File: config.mk
export PLATFORM = sky130hd
export DESIGN_NAME = fetch_controller
export DESIGN_NICKNAME = d
export VERILOG_FILES = /design/src/rtl/fetch_controller.sv
export SDC_FILE = /design/constraint.sdc
export NUM_CORES = 1
export LEC_CHECK = 0
export ABC_AREA = 1
export CAP_MARGIN = 20
export CORE_MARGIN = 1
export CORE_UTILIZATION = 55
export CTS_CLUSTER_DIAMETER = 40
export DETAILED_ROUTE_END_ITERATION = 6
export DONT_BUFFER_PORTS = 1
export GPL_TIMING_DRIVEN = 0
export PLACE_DENSITY = 0.7
export REMOVE_ABC_BUFFERS = 1
export SKIP_CTS_REPAIR_TIMING = 1
export SLEW_MARGIN = 30
export SYNTH_ARGS = -nofsm -noshare
export SYNTH_HDL_FRONTEND = slang
export SYNTH_SLANG_ARGS = --single-unit
File: constraint.sdc
create_clock -name clk -period 6.6 [get_ports clk]
set_input_delay 1.32 -clock clk [delete_from_list [all_inputs] [get_ports clk]]
set_output_delay 1.32 -clock clk [all_outputs]
set_load 0.05 [all_outputs]
File: src/rtl/fetch_controller.sv
// fetch_controller: instruction fetch front end with a small fetch queue.
//
// The PC register drives a combinational instruction memory. In RUN, each
// returned block is pushed into a FQ_DEPTH-entry queue together with its PC,
// and the PC then advances by one block. Decode pops blocks from the queue
// head with a valid/ready handshake. A redirect in any state clears the queue,
// loads the aligned target PC and spends one FLUSH cycle before fetch resumes.
//
// Optional build macro: FETCH_BYPASS_EN. When defined and the queue is empty,
// the block being fetched is presented to decode in the same cycle.
//
// Ports:
//   clk, rst        clock, asynchronous active-high reset
//   fetch_en        global fetch enable
//   imem_pc_addr    fetch address to instruction memory (the PC register)
//   imem_instr_blk  CORE_WIDTH instructions returned for imem_pc_addr
//   dec_valid/ready head-of-queue handshake toward decode
//   dec_instr_blk   head block instructions
//   dec_pc          PC of instruction 0 of the head block
//   redirect_valid  branch/exception redirect request
//   redirect_pc     redirect target (low two bits ignored)
//   fq_count        current queue occupancy
module fetch_controller #(
    parameter int unsigned CORE_WIDTH = 2,
    parameter int unsigned FQ_DEPTH   = 4,
    parameter logic [31:0] RESET_PC   = 32'h0
) (
    input  logic                               clk,
    input  logic                               rst,
    input  logic                               fetch_en,
    output logic [31:0]                        imem_pc_addr,
    input  logic [CORE_WIDTH*32-1:0]           imem_instr_blk,
    output logic                               dec_valid,
    input  logic                               dec_ready,
    output logic [CORE_WIDTH*32-1:0]           dec_instr_blk,
    output logic [31:0]                        dec_pc,
    input  logic                               redirect_valid,
    input  logic [31:0]                        redirect_pc,
    output logic [$clog2(FQ_DEPTH):0]          fq_count
);

    localparam int unsigned BLK_W  = CORE_WIDTH * 32;
    localparam int unsigned PTR_W  = $clog2(FQ_DEPTH);
    localparam int unsigned CNT_W  = PTR_W + 1;
    localparam int unsigned PC_INC = 4 * CORE_WIDTH;

    typedef enum logic [1:0] {
        S_IDLE  = 2'd0,
        S_RUN   = 2'd1,
        S_FLUSH = 2'd2
    } state_t;

    state_t             state_q, state_d;
    logic [31:0]        pc_q, pc_d;
    logic [PTR_W-1:0]   head_q, head_d;
    logic [PTR_W-1:0]   tail_q, tail_d;
    logic [CNT_W-1:0]   count_q, count_d;

    // Queue payload; contents are only meaningful between head and tail.
    logic [31:0]        pc_mem  [FQ_DEPTH];
    logic [BLK_W-1:0]   blk_mem [FQ_DEPTH];

    logic fetch_ok;
    logic advance;
    logic enq;
    logic deq;
    logic bypass;

    assign imem_pc_addr = pc_q;
    assign fq_count     = count_q;

    // Next-state, queue control and decode-side outputs.
    always_comb begin
        state_d       = state_q;
        pc_d          = pc_q;
        head_d        = head_q;
        tail_d        = tail_q;
        count_d       = count_q;
        bypass        = 1'b0;
        dec_valid     = (count_q != '0) && !redirect_valid;
        dec_pc        = pc_mem[head_q];
        dec_instr_blk = blk_mem[head_q];

        fetch_ok = (state_q == S_RUN) && fetch_en && !redirect_valid;

`ifdef FETCH_BYPASS_EN
        // Empty queue: hand the block being fetched straight to decode.
        if (fetch_ok && (count_q == '0)) begin
            bypass        = 1'b1;
            dec_valid     = 1'b1;
            dec_pc        = pc_q;
            dec_instr_blk = imem_instr_blk;
        end
`endif

        deq     = dec_valid && dec_ready && !bypass;
        // A pop in the same cycle frees a slot, so a full queue still fetches.
        advance = fetch_ok && ((count_q < CNT_W'(FQ_DEPTH)) || deq);
        // A bypassed block that decode accepts never enters the queue.
        enq     = advance && !(bypass && dec_ready);

        if (advance) begin
            pc_d = pc_q + 32'(PC_INC);
        end
        if (enq) begin
            tail_d = tail_q + PTR_W'(1);
        end
        if (deq) begin
            head_d = head_q + PTR_W'(1);
        end
        count_d = count_q + CNT_W'(enq) - CNT_W'(deq);

        if (redirect_valid) begin
            // fetch_ok and dec_valid are already low, so nothing moves.
            pc_d    = {redirect_pc[31:2], 2'b00};
            head_d  = '0;
            tail_d  = '0;
            count_d = '0;
            state_d = (state_q == S_IDLE) ? S_IDLE : S_FLUSH;
        end else begin
            case (state_q)
                S_IDLE:  state_d = fetch_en ? S_RUN : S_IDLE;
                S_RUN:   state_d = fetch_en ? S_RUN : S_IDLE;
                S_FLUSH: state_d = fetch_en ? S_RUN : S_IDLE;
                default: state_d = S_IDLE;
            endcase
        end
    end

    // Control state.
    always_ff @(posedge clk or posedge rst) begin
        if (rst) begin
            state_q <= S_IDLE;
            pc_q    <= RESET_PC;
            head_q  <= '0;
            tail_q  <= '0;
            count_q <= '0;
        end else begin
            state_q <= state_d;
            pc_q    <= pc_d;
            head_q  <= head_d;
            tail_q  <= tail_d;
            count_q <= count_d;
        end
    end

    // Queue payload write.
    always_ff @(posedge clk) begin
        if (enq) begin
            pc_mem[tail_q]  <= pc_q;
            blk_mem[tail_q] <= imem_instr_blk;
        end
    end

endmodule

=== Yosys cells after proc, flatten, opt, wreduce, memory -nomap -nowiden ===
Memories as Yosys holds them, arrays and structs flattened.
Cells that the tools add are included.

* Bits in writable memories: 384
* Memories: 2
* Logic and storage cells: 40
* Register bits after elaboration: 41
* Input port bits: 101
* Output and inout bits: 132

* $add $sub $neg: 5
* Order comparisons: 1
* Reduce and logical (&&, ||, !) cells: 12
* Multiplexer cells: 13
* Equality and inequality tests: 2

{| class="wikitable"
|+ Memory list
! name !! words !! bits a word !! rd ports !! clocked after Yosys merged registers in !! wr ports !! line !! RTL
|-
| blk_mem || 4 || 64 || 1 || 0 || 1 || 61 || <nowiki>logic [BLK_W-1:0] blk_mem [FQ_DEPTH];</nowiki>
|-
| pc_mem || 4 || 32 || 1 || 0 || 1 || 60 || <nowiki>logic [31:0] pc_mem [FQ_DEPTH];</nowiki>
|}

{| class="wikitable"
|+ Operators by type and width
! operator !! count
|-
| $mux 32 || 2
|-
| $add 32x4->32 const B || 1
|-
| $mux 2 || 6
|-
| $logic_and 1x1->1 || 5
|-
| $add 2x1->2 const B || 2
|-
| $mux 1 || 4
|-
| $reduce_bool 2->1 || 2
|-
| $add 3x1->3 || 1
|-
| $lt 3x3->1 const B || 1
|-
| $mux 3 || 1
|-
| $reduce_bool 3->1 || 1
|-
| $reduce_or 3->1 || 1
|-
| $sub 3x1->3 || 1
|-
| $eq 2x1->1 const B || 1
|-
| $eq 2x2->1 const B || 1
|-
| $logic_not 2->1 || 1
|-
| $logic_not 1->1 || 1
|-
| $logic_or 1x1->1 || 1
|}

=== Depth between registers and ports, before layout ===
* Depth after elaboration: 8
* Mapped depth: 12
* Depth with buffers taken out: 11

=== Worst setup path before layout ===
Ideal clock, no wire load.

* Kind: input to register
* Start: input port redirect_valid
* End: memory blk_mem[0][0] (netlist bit) (enable)
* Data arrival time: 5.682 ns
* Path buffers: 1
* Setup slack: 0.371 ns
* Setup time: 0.547 ns
* Data required time: 6.053 ns
* Stages on the path: 6
* Cell sequence: buf_6 > inv_6 > nand2_4 > nor2_4 > nand2_4 > nor2_1

* Longest elaborated chain between the ends: 7
* Elaborated cells between the ends (all ways): 8
* Those cells by class: mux: 2; reduce/logical: 6

{| class="wikitable"
|+ RTL lines
! element !! line !! RTL
|-
| start: declaration || 37 || <nowiki>input logic redirect_valid,</nowiki>
|-
| $logic_not 1->1 * || 80, 84 ||
|-
| $logic_and 1x1->1 || 80 || <nowiki>dec_valid = (count_q != '0) && !redirect_valid;</nowiki>
|-
| $logic_and 1x1->1 || 96 || <nowiki>deq = dec_valid && dec_ready && !bypass;</nowiki>
|-
| $logic_or 1x1->1 || 98 || <nowiki>advance = fetch_ok && ((count_q < CNT_W'(FQ_DEPTH)) || deq);</nowiki>
|-
| $logic_and 1x1->1 * || 98 ||
|-
| $mux 1 * || 149 || <nowiki>if (enq) begin</nowiki>
|-
| $mux 1 (implied by the code) * || 151 || <nowiki>blk_mem[tail_q] <= imem_instr_blk;</nowiki>
|-
| end: declaration || 61 ||
|}

Mark *: on every way between the ends. The rest lies on a longest branch, timed or not.

=== Final worst setup path ===
* Start: register head_q[0]
* End: output port dec_instr_blk[47]

* Longest elaborated chain between the ends: 1

{| class="wikitable"
|+ RTL lines
! element !! line !! RTL
|-
| start: declaration || 55 || <nowiki>logic [PTR_W-1:0] head_q, head_d;</nowiki>
|-
| start signal: assignment || 135 || <nowiki>head_q <= '0;</nowiki>
|-
| start signal: assignment || 141 || <nowiki>head_q <= head_d;</nowiki>
|-
| $mem_v2 4x64 || - ||
|-
| end: declaration || 35 || <nowiki>output logic [CORE_WIDTH*32-1:0] dec_instr_blk,</nowiki>
|}

No other way between the ends.

==> qor.csv <==
metric,value,unit
row count,63,
final core occ,0.662,
most numerous cell on the critical path,buf_16,
initial antenna violation count,0,
Clock Skew,0.0111,ns
Post-synth top flop,edfxtp_1,
sequential-to-total area share from yosys stat,0.743,
"most common cell after layout, fill and taps aside",edfxtp_1,
PD cells,371,nW/um^2
Period minus WS final,4.71,ns
Sw Ratio,0.337,
Post-synth EDFFs,376,
f_max,212,MHz
CTS tree,built,
Comb pwr share,0.209,
CP Data Arrival Time,3.39,ns
I/O Pins,233,
worst-path cell chain,buf_16 > inv_8 > buf_16 > o21ai_0 > o22ai_1,
total power,7270,uW
Die Area,30700,sq um
vias in the first global route,10000,
CP Capture Type,output pin,
total track usage,0.231,
vias,10200,
unrepaired setup endpoints after global routing,no,
depth of the CTS H-tree,2,
Final Slew Violations,0,
Flop pwr share,0.431,
hpwl dp,22000,um
Crit Path Category,reg2out,
Antenna Cells,0,
root buffer cell,clkbuf_16,
antenna-violating nets left,0,
"CTS clk-pin slew, worst paths",0.06,ns
register bit count reported by yosys,415,
"delay-heaviest family, CP",buffers and inverters,
Synth area leader,edfxtp_1,
"FFs w/ async S/R, synth",0.0940,
Hold Path Class,reg2reg,
Sw Pwr,2450,uW
global-route wire length before repair,54600,um
worst endpoint required time,5.28,ns
CTS Buf Count,48,
synth warn,0,
mapped cell area,16500,sq um
top post-synthesis cells by area,"edfxtp_1, o21ai_0, dfrtp_1",
worst slew pin tran,1.06,ns
final setup fails,0,
TNS Setup,0,ns
Cells after Synth,1309,
Lkg Pwr,0.00673,uW
pin count of the biggest net entering global routing,121,
Clock Latency Late Sink,0.54,ns
WL per Instance,20.4,um
Die W,175,um
Final nets,1424,
layout cells sized above 1,0.161,
Crit path largest cell delay,0.82,ns
"wirelength, routed",35500,um
most frequent cells in the layout,"edfxtp_1, nor2_1, o21ai_0",
clock power share,0.360,
GPL Wtd Cong,0.862,
CP max FO,120,
Tcrit/Tclk final,0.714,
count of different cell masters after synthesis,31,
clock tree sinks,415,
syn_area_per_cell,12.6,sq um
Cell Int Power,4820,uW
status,completed,
Area Growth Syn to Fin,18.5,%
Initial Utilization,0.559,
Slowest cell on crit path,o22ai_1,
Pre-antenna DRT Iters,5,
Worst Setup Start Kind,flip-flop,
grt ovf,0,
Slew Limit Headroom,0.302,
worst path bufs/invs,3,
Port Buffer Count,0,
max-cap viol count,0,
DRT iter0 DRCs,735,
core area,29600,sq um
fillers,2125,
vias per cell,5.88,
reg2reg setup slack,3.69,ns
Yosys top cell area share,0.684,
Worst VDD drop,229,uV
hold_ws,0.491,ns
DRC,0,
Die H,175,um
final hold viol count,0,
maximum clock path buffer count,3,
## logic make-up after synthesis
family	synth area share
XOR/XNOR	0.00371
other	0.000227
AND/OR/NAND/NOR	0.106
AO/OA/AOI/OAI	0.105
adder cells (fa/ha/maj)	0.00652
buffers and inverters	0.0358
flip-flops	0.743
## worst reg2reg max path: stages, from the launching register on
cell	delay [ns]
dfrtp_1	0.72
nor2_1	0.11
a21oi_2	0.56
nand2_1	0.24
inv_1	0.11
ha_1	0.23
inv_1	0.05
ha_1	0.12
inv_1	0.05
fa_1	0.38
o21ai_0	0.17
a21oi_1	0.06
## power by group through the flow
stage	clock [uW]	sequential (uW)	combinational (uW)
after floorplan	0	3190	1110
after global placement	0	3270	1290
after detailed placement	0	3190	1510
after CTS	2660	3140	1510
after global routing	2760	3150	1610
final	2620	3140	1520
## routing by layer
layer / track usage / up-vias / wire length (um)
met5: 0 / - / 0
met4: 0.0739 / 0 / 786
met3: 0.0677 / 67 / 3180
met2: 0.381 / 361 / 17100
met1: 0.294 / 5089 / 14400
li1: - / 4732 / -
## final cells by class
class                      count  area, sq um  area share
clock buffer                  58         1280      0.0654
clock inverter                29          325      0.0166
inverter                      54          220      0.0112
multi-input combinational    768         4250       0.217
sequential                   415        12300       0.627
tap                          390          488      0.0249
timing repair buffer          28          743      0.0380
## flip-flops by register name, indices dropped and copies added (netlist names)
register / flops
blk_mem: 256
fq_count: 3
head_q: 2
imem_pc_addr: 30
pc_mem: 120
state_q: 2
tail_q: 2
## synth_stat cells (2+ instances only)
| cell | count |
|---|---|
| edfxtp_1 | 376 |
| nor2_1 | 230 |
| o21ai_0 | 208 |
| nand2_1 | 139 |
| o22ai_1 | 94 |
| inv_1 | 50 |
| nand3_1 | 46 |
| dfrtp_1 | 39 |
| clkbuf_1 | 38 |
| buf_2 | 24 |
| o21bai_1 | 8 |
| buf_4 | 7 |
| ha_1 | 7 |
| buf_6 | 6 |
| nor2_2 | 5 |
| xnor2_1 | 5 |
| a21oi_1 | 3 |
| inv_2 | 3 |
| nand2_4 | 3 |
| and2_1 | 2 |
| nand2_2 | 2 |
| nor2_4 | 2 |
| nor3_1 | 2 |
| o211ai_1 | 2 |
| xor2_1 | 2 |
## per-stage QoR
step | instances | setup WS, ns | cell area (sq um)
detailed placement | 1655 | 2.40 | 17900
finish | 1742 | 1.89 | 19600
global placement | 1627 | -4.75 | 16600
CTS | 1742 | 1.83 | 19500
floorplan | 1237 | -0.281 | 16100
global route | 1742 | 1.74 | 19600
## path summary, 6_finish.rpt
| kind | startpoint | end | depth (start not counted) |
|---|---|---|---|
| max in group asynchronous | rst | imem_pc_addr[22] | 2 |
| min | state_q[1] | state_q[0] | 1 |
| max | head_q[0] | dec_instr_blk[47] | 5 |
| min reg2reg | state_q[1] | state_q[0] | 1 |
| min in group asynchronous | rst | state_q[1] | 1 |
| max reg2reg | fq_count[1] | fq_count[2] | 11 |
Note: power is estimated with default switching activity, not from simulation.
